--- src/rtl/instr_assembler.sv ---
// instr_assembler
// Packs decoded MIPS instruction fields back into 32-bit instruction words.
// Packed words are queued in a small circular FIFO and streamed out with a
// sequential PC tag. The test-program generator feeds it, and the
// instruction-memory loader writes out_instr at out_pc.
//
// Ports:
//   clk, reset          clock; asynchronous active-high reset
//   flush               synchronous clear of FIFO and PC counter (err_cnt kept)
//   in_valid/in_ready   input tuple handshake
//   fmt                 0 = R, 1 = I, 2 = J, 3 = illegal (consumed, counted, dropped)
//   opcode..address     instruction fields
//   out_valid/out_ready output word handshake
//   out_instr, out_pc   head word and its PC
//   err_cnt             saturating count of dropped illegal tuples
//   level               FIFO occupancy
//
// Handshake: a transfer happens on a rising edge where valid && ready are both
// high. The producer holds its data until that edge; ready never depends on
// valid. in_ready is simply !full, so there is no pass-through when full.
// Flush wins over both transfers in the same cycle.
module instr_assembler #(
  parameter int          DEPTH   = 4,
  parameter logic [31:0] PC_BASE = 32'h0000_3000,
  localparam int         AW      = $clog2(DEPTH)
) (
  input  logic          clk,
  input  logic          reset,
  input  logic          flush,
  input  logic          in_valid,
  output logic          in_ready,
  input  logic [1:0]    fmt,
  input  logic [5:0]    opcode,
  input  logic [4:0]    rs,
  input  logic [4:0]    rt,
  input  logic [4:0]    rd,
  input  logic [4:0]    shamt,
  input  logic [5:0]    funct,
  input  logic [15:0]   immediate,
  input  logic [25:0]   address,
  output logic          out_valid,
  input  logic          out_ready,
  output logic [31:0]   out_instr,
  output logic [31:0]   out_pc,
  output logic [7:0]    err_cnt,
  output logic [AW:0]   level
);

  localparam logic [1:0] FMT_R = 2'd0;
  localparam logic [1:0] FMT_I = 2'd1;
  localparam logic [1:0] FMT_J = 2'd2;

  // Pointers carry one extra wrap bit so full and empty are distinguishable.
  logic [AW:0]   wr_ptr_q, wr_ptr_d;
  logic [AW:0]   rd_ptr_q, rd_ptr_d;
  logic [31:0]   pc_q, pc_d;
  logic [7:0]    err_q, err_d;
  logic [31:0]   mem_q [DEPTH];

  logic          full;
  logic          empty;
  logic          accept;
  logic          push;
  logic          pop;
  logic          legal;
  logic [31:0]   packed_word;

  always_comb begin
    full  = (wr_ptr_q[AW] != rd_ptr_q[AW]) &&
            (wr_ptr_q[AW-1:0] == rd_ptr_q[AW-1:0]);
    empty = (wr_ptr_q == rd_ptr_q);
    legal = (fmt != 2'd3);
    // A tuple offered during flush is dropped even though in_ready may be high.
    accept = in_valid && !full && !flush;
    push   = accept && legal;
    pop    = !empty && out_ready && !flush;
  end

  always_comb begin
    packed_word = 32'h0;
    case (fmt)
      FMT_R:   packed_word = {opcode, rs, rt, rd, shamt, funct};
      FMT_I:   packed_word = {opcode, rs, rt, immediate};
      FMT_J:   packed_word = {opcode, address};
      default: packed_word = 32'h0;
    endcase
  end

  always_comb begin
    wr_ptr_d = wr_ptr_q;
    rd_ptr_d = rd_ptr_q;
    pc_d     = pc_q;
    err_d    = err_q;
    if (flush) begin
      wr_ptr_d = '0;
      rd_ptr_d = '0;
      pc_d     = PC_BASE;
    end else begin
      if (push) wr_ptr_d = wr_ptr_q + {{AW{1'b0}}, 1'b1};
      if (pop) begin
        rd_ptr_d = rd_ptr_q + {{AW{1'b0}}, 1'b1};
        pc_d     = pc_q + 32'd4;
      end
      if (accept && !legal && (err_q != 8'hFF)) err_d = err_q + 8'd1;
    end
  end

  always_ff @(posedge clk or posedge reset) begin
    if (reset) begin
      wr_ptr_q <= '0;
      rd_ptr_q <= '0;
      pc_q     <= PC_BASE;
      err_q    <= 8'h0;
    end else begin
      wr_ptr_q <= wr_ptr_d;
      rd_ptr_q <= rd_ptr_d;
      pc_q     <= pc_d;
      err_q    <= err_d;
    end
  end

  // Storage is not reset; the pointers alone define which entries are live.
  always_ff @(posedge clk) begin
    if (push) mem_q[wr_ptr_q[AW-1:0]] <= packed_word;
  end

  assign in_ready  = !full;
  assign out_valid = !empty;
  assign out_instr = empty ? 32'h0 : mem_q[rd_ptr_q[AW-1:0]];
  assign out_pc    = pc_q;
  assign err_cnt   = err_q;
  assign level     = wr_ptr_q - rd_ptr_q;

endmodule

--- config.mk ---
export PLATFORM = sky130hd
export DESIGN_NAME = instr_assembler
export DESIGN_NICKNAME = d
export VERILOG_FILES = /design/src/rtl/instr_assembler.sv
export SDC_FILE = /design/constraint.sdc
export NUM_CORES = 1
export LEC_CHECK = 0
export ABC_AREA = 1
export CORE_AREA = 2 2 114 172
export DETAILED_ROUTE_END_ITERATION = 10
export DIE_AREA = 0 0 116 174
export PLACE_DENSITY = 0.68
export SETUP_SLACK_MARGIN = 0.3
export SYNTH_ARGS = -nofsm -noshare
export SYNTH_HDL_FRONTEND = slang
export SYNTH_SLANG_ARGS = --single-unit
export TNS_END_PERCENT = 10
--- constraint.sdc ---
create_clock -name clk -period 8.9 [get_ports clk]
set_input_delay 1.78 -clock clk [delete_from_list [all_inputs] [get_ports clk]]
set_output_delay 1.78 -clock clk [all_outputs]
set_load 0.02 [all_outputs]
## After elaboration in Yosys (flattened, before gate mapping)

Memories as Yosys holds them, arrays and structs flattened.
Index checks and enable logic that the tools add are counted.

| cells by class | value |
|---|---|
| $add $sub $neg | 5 |
| eq/ne operators | 7 |
| muxes and demuxes | 10 |
| bitwise operators | 1 |
| reductions and logical operators | 16 |

Operators with widths:

| operator | number |
|---|---|
| 32-bit 2-to-1 mux | 3 |
| 32-bit case mux with 3 select lines | 1 |
| 32-bit by 3-bit adder with 32-bit output (second input constant) | 1 |
| 3-bit 2-to-1 mux | 4 |
| 8-bit by 1-bit adder with 8-bit output (second input constant) | 1 |
| 1-bit logical AND | 8 |
| 8-bit inequality test (second input constant) | 1 |
| 3-bit by 1-bit adder with 3-bit output (second input constant) | 2 |
| 1-bit logical NOT | 4 |
| 2-bit nonzero test | 2 |
| 3-bit == test | 1 |
| 3-bit subtractor | 1 |
| 2-bit by 1-bit == test with 1-bit output (second input constant) | 1 |
| 2-bit == test | 1 |
| 2-bit == test (second input constant) | 1 |
| 2-bit logical NOT | 1 |
| 1-bit 2-to-1 mux | 2 |
| 2-bit inequality test (second input constant) | 1 |
| 2-bit AND reduction | 1 |
| 1-bit inequality test | 1 |
| 1-bit NOT | 1 |

| storage, ports and cells | value |
|---|---|
| flip-flop bits (word level) | 46 |
| bits in writable memories | 128 |
| input bits | 81 |
| output and inout bits | 77 |
| memories kept | 1 |

Memories:

| memory | depth | width | read ports | clocked after Yosys merged registers in | write ports | RTL line | source |
|---|---|---|---|---|---|---|---|
| mem_q | 4 | 32 | 1 | 0 | 1 | 58 | `logic [31:0] mem_q [DEPTH];` |

## Depth between registers and ports, before layout

| logic depth | value |
|---|---|
| word-level depth | 8 |
| mapped depth | 14 |
| gate-level depth less buffers | 11 |

## Worst setup path before layout

OpenSTA, ideal clock, no wires.

| timing | value |
|---|---|
| path kind | in2reg |
| from | in flush |
| to | mem mem_q[0][0] (enable) |
| setup time | 421 ps |
| arrival time | 3,619 ps |
| required time | 8,479 ps |
| slack | 4,860 ps |
| stages on the path | 4 |
| path buffers | 1 |
| path through | buf_2 > nor2_1 > nand3_2 > nor2_1 |

| on the way | value |
|---|---|
| word-level cells in the longest chain between the ends | 5 |

RTL lines:

| element | RTL line | source |
|---|---|---|
| from (decl) | 29 | `input logic flush,` |
| 1-bit logical NOT | 74 | `accept = in_valid && !full && !flush;` |
| 1-bit logical AND | 74 |  |
| 1-bit logical AND | 75 | `push = accept && legal;` |
| 1-bit 2-to-1 mux | 124 | `if (push) mem_q[wr_ptr_q[AW-1:0]] <= packed_word;` |
| 1-bit 2-to-1 mux (not written as such) | 124 |  |
| to (decl) | 58 |  |

Every way passes these cells.

## Worst setup path in the final report

| timing | value |
|---|---|
| from | reg wr_ptr_q[0] |
| to | out out_instr[28] |

| on the way | value |
|---|---|
| word-level cells in the longest chain between the ends | 2 |

RTL lines:

| element | RTL line | source |
|---|---|---|
| from (decl) | 54 | `logic [AW:0] wr_ptr_q, wr_ptr_d;` |
| from (signal assigned) | 115 | `wr_ptr_q <= wr_ptr_d;` |
| 3-bit == test | 71 | `empty = (wr_ptr_q == rd_ptr_q);` |
| 32-bit 2-to-1 mux | 129 | `assign out_instr = empty ? 32'h0 : mem_q[rd_ptr_q[AW-1:0]];` |
| to (decl) | 43 | `output logic [31:0] out_instr,` |

Every way passes these cells.

==> summary.txt <==
Power
  • Power Density: 205 nW/um2
  • Clock power share: 33.4%
  • Tot Pwr: 2.18 mW
  • Int Pwr: 1.49 mW
  • Seq pwr share: 42.1%
  • Sw Share: 31.7%
  • Switch Pwr: 0.690 mW
  • Leakage: 4.08 nW
  • Combinational share of power: 24.6%
  • Max IR drop VDD: 114 uV

Logic synthesis
  • Predominant post-synthesis flop cell: edfxtp_1
  • #FFs+latches synth: 172
  • Top-area cell type share of the netlist area: 46.4%
  • Synth area leaders: edfxtp_1, dfrtp_1, nor2_1
  • Synth area leader: edfxtp_1
  • Asr flop ratio synth: 25.6%
  • EDFF count, synth: 128
  • Post-synthesis cell area: 8280 um2
  • Post-synth cell types: 35
  • Syn avg cell area: 9.14 um2
  • Seq/Total Area, Yosys: 59.7%
  • Ys Warns: 0
  • Mapped Cells: 906

Min path
  • Min-Delay Path Depth: 2
  • Worst hold path type: reg2reg
  • Worst hold endpoint: out_pc[13]
  • Hold Startpoint: out_pc[13]

Critical path
  • Crit. End Element: primary output
  • Reg2reg end: wr_ptr_q[2]
  • Setup Crit Path Kind: reg2out
  • Critical R2R Launch: wr_ptr_q[0]
  • Required time worst endpoint: 7.12 ns
  • Worst path max stage delay: 0.94 ns
  • CP cell instances: inv_1 -> ha_1 -> nand2_1 -> inv_1 -> nand3_2 -> inv_1 -> a21oi_1 -> clkdlybuf4s50_1
  • Crit path top cell by count: inv_1
  • Worst r2r path cells: 10
  • Maximum fanout along the worst path: 32
  • Buf/Inv on CP: 4
  • Worst path slowest cell: inv_1
  • Critical path depth: 8
  • Worst setup SP type: flip-flop
  • Arrival time worst endpoint: 3.26 ns
  • Top cell family by delay on the critical path: buffers and inverters
  • Setup slack, reg-to-reg: 6.22 ns

CTS
  • CTS Hold Bufs: 0
  • H-tree depth: 4
  • Post-CTS resize count: 0
  • Postcts setup bufs: 0
  • Clk sinks: 172
  • Reg clk slew, reported paths: 0.07 ns
  • Clk_lat worst skew: 0.41 ns
  • Root buffer cell: clkbuf_16
  • Cts bufs inserted: 17
  • CTS tree: built
  • Max Root-Sink Buffers: 2

Routing
  • Antenna viol nets, final: 0
  • Avg WL per Cell: 15.6 um
  • Drt initial violations: 452
  • Routed vias: 6643
  • Drt via density: 5.06
  • Detailed-route DRC error count: 0
  • Routed Wire Length: 20500 um
  • Pre-antenna DRT Iters: 7

Global route
  • Initial antenna violation count: 0
  • Met1 GRT Util: 24.8%
  • GRT overflow: 0
  • First-pass GRT wire length: 32100 um
  • Met2 Resource Use GR: 36.4%
  • Met3 usage: 4.39%
  • Layer with the highest usage: met2
  • Gr usage total: 20.5%
  • Largest net degree at the start of global routing: 67
  • Vias in the first global route: 6475

Timing
  • Period minus WS final: 5.04 ns
  • Slew @ Worst Pin: 1.26 ns
  • Hold_ws: 0.521 ns
  • Clk_skew: 0.0131 ns
  • FMAX: 198 MHz
  • Setup Viol. Count Final: 0
  • Pins Over Slew Limit: 0
  • Slew HR: 16.2%
  • Fin crit share: 56.6%
  • Final Hold Vio Count: 0
  • Setup_tns: 0 ns
  • RSZ-0062 raised after global routing: no

Floorplanning
  • Starting Density: 44.1%
  • Chip width: 116 um
  • Die Height: 174 um
  • Die Area: 20200 um2
  • Core box area: 18800 um2
  • Io pins: 158
  • Cell Rows: 62

Layout
  • Multi-input gate area: 2780 um2
  • Layout fillers: 1666
  • Final instance area: 10600 um2
  • Layout area overhead: 28.0%
  • Flip-flop and latch area: 4950 um2
  • Commonest non-fill, non-tap cell in the layout: nor2_1
  • Fin cells: 1312
  • Highest-count cells in the layout ignoring fill and taps: nor2_1, clkdlybuf4s50_1, nand2_1
  • Antenna Cells: 0
  • Final nets: 1134
  • Share of layout cells above drive strength 1: 5.11%

Place
  • Placed cells: 1280
  • GP Congestion: 0.834
  • Hpwl dp: 13300 um
  • Placed Area: 10000 um2
  • IO Port Bufs: 155

Status
  • Run status: complete, no violations

Run
  • Max-cap check violation count: 0
stage by stage:
step,worst slack (ns),util [%]
global placement,4.27,53.3
floorplan,4.86,-
CTS,3.80,56.5
global route,3.60,56.5
detailed placement,4.27,53.3
finish,3.86,56.5
power groups by stage:
stage          clock [mW]  combinational (mW)  sequential (mW)
2_1_floorplan           0               0.293            0.942
3_3_place_gp            0               0.532            0.933
3_5_place_dp            0               0.539            0.933
4_1_cts             0.744               0.541            0.916
5_1_grt             0.777               0.584            0.919
6_report            0.726               0.535            0.916
worst min-delay path: cells and delay by family, from the launching register on:
family           cells  cell delay, ns
AND/OR/NAND/NOR      2            0.12
flip-flops           1            0.40
synth_stat cells, types with 4 or more instances:
| library cell | count |
|---|---|
| a21oi_1 | 39 |
| buf_2 | 12 |
| buf_4 | 5 |
| buf_6 | 4 |
| clkbuf_1 | 20 |
| dfrtp_1 | 42 |
| edfxtp_1 | 128 |
| ha_1 | 9 |
| inv_1 | 91 |
| inv_2 | 4 |
| nand2_1 | 150 |
| nand3_1 | 40 |
| nand3b_1 | 5 |
| nand4_1 | 13 |
| nor2_1 | 209 |
| nor3_1 | 5 |
| o211ai_1 | 15 |
| o21ai_0 | 77 |
| o21ai_1 | 9 |
| xnor2_1 | 4 |
| xor2_1 | 7 |
how the worst max path moves through the flow:
stage	start	end	slack, ns
final	wr_ptr_q[0]	out_instr[28]	3.86
after global routing	wr_ptr_q[0]	out_instr[29]	3.60
after CTS	wr_ptr_q[0]	out_instr[29]	3.80
after detailed placement	wr_ptr_q[0]	out_instr[29]	4.27
after global placement	wr_ptr_q[0]	out_instr[28]	4.27
after floorplan	flush	mem_q[0][0]	4.86
kinds of logic after synthesis:
| logic type | Yosys count | share of synthesized area (%) |
|---|---|---|
| other | 1 | 0.0453 |
| buffers and inverters | 139 | 7.07 |
| flip-flops | 172 | 59.7 |
| adder cells (fa/ha/maj) | 10 | 1.60 |
| AO/OA/AOI/OAI | 142 | 9.11 |
| XOR/XNOR | 11 | 1.16 |
| AND/OR/NAND/NOR | 431 | 21.3 |
area by class of cell:
| type | count | area share [%] |
|---|---|---|
| Multi-Input combinational cell | 596 | 26.2 |
| Clock buffer | 17 | 4.01 |
| Timing Repair Buffer | 160 | 15.0 |
| Tap cell | 256 | 3.02 |
| Sequential cell | 172 | 46.7 |
| Inverter | 96 | 3.40 |
| Clock inverter | 15 | 1.65 |
layer usage:
layer | wire length [um] | vias to the layer above
met3 | 1160 | 21
met2 | 10600 | 219
met1 | 8580 | 3155
li1 | - | 3248
met4 | 227 | 0
met5 | 0 | -
registers in the layout, summed over array words and instances, names as in the netlist:
register and cells:
err_cnt 8, mem_q 128, out_pc 30, rd_ptr_q 3, wr_ptr_q 3
Power figures use the tool's default switching activity.
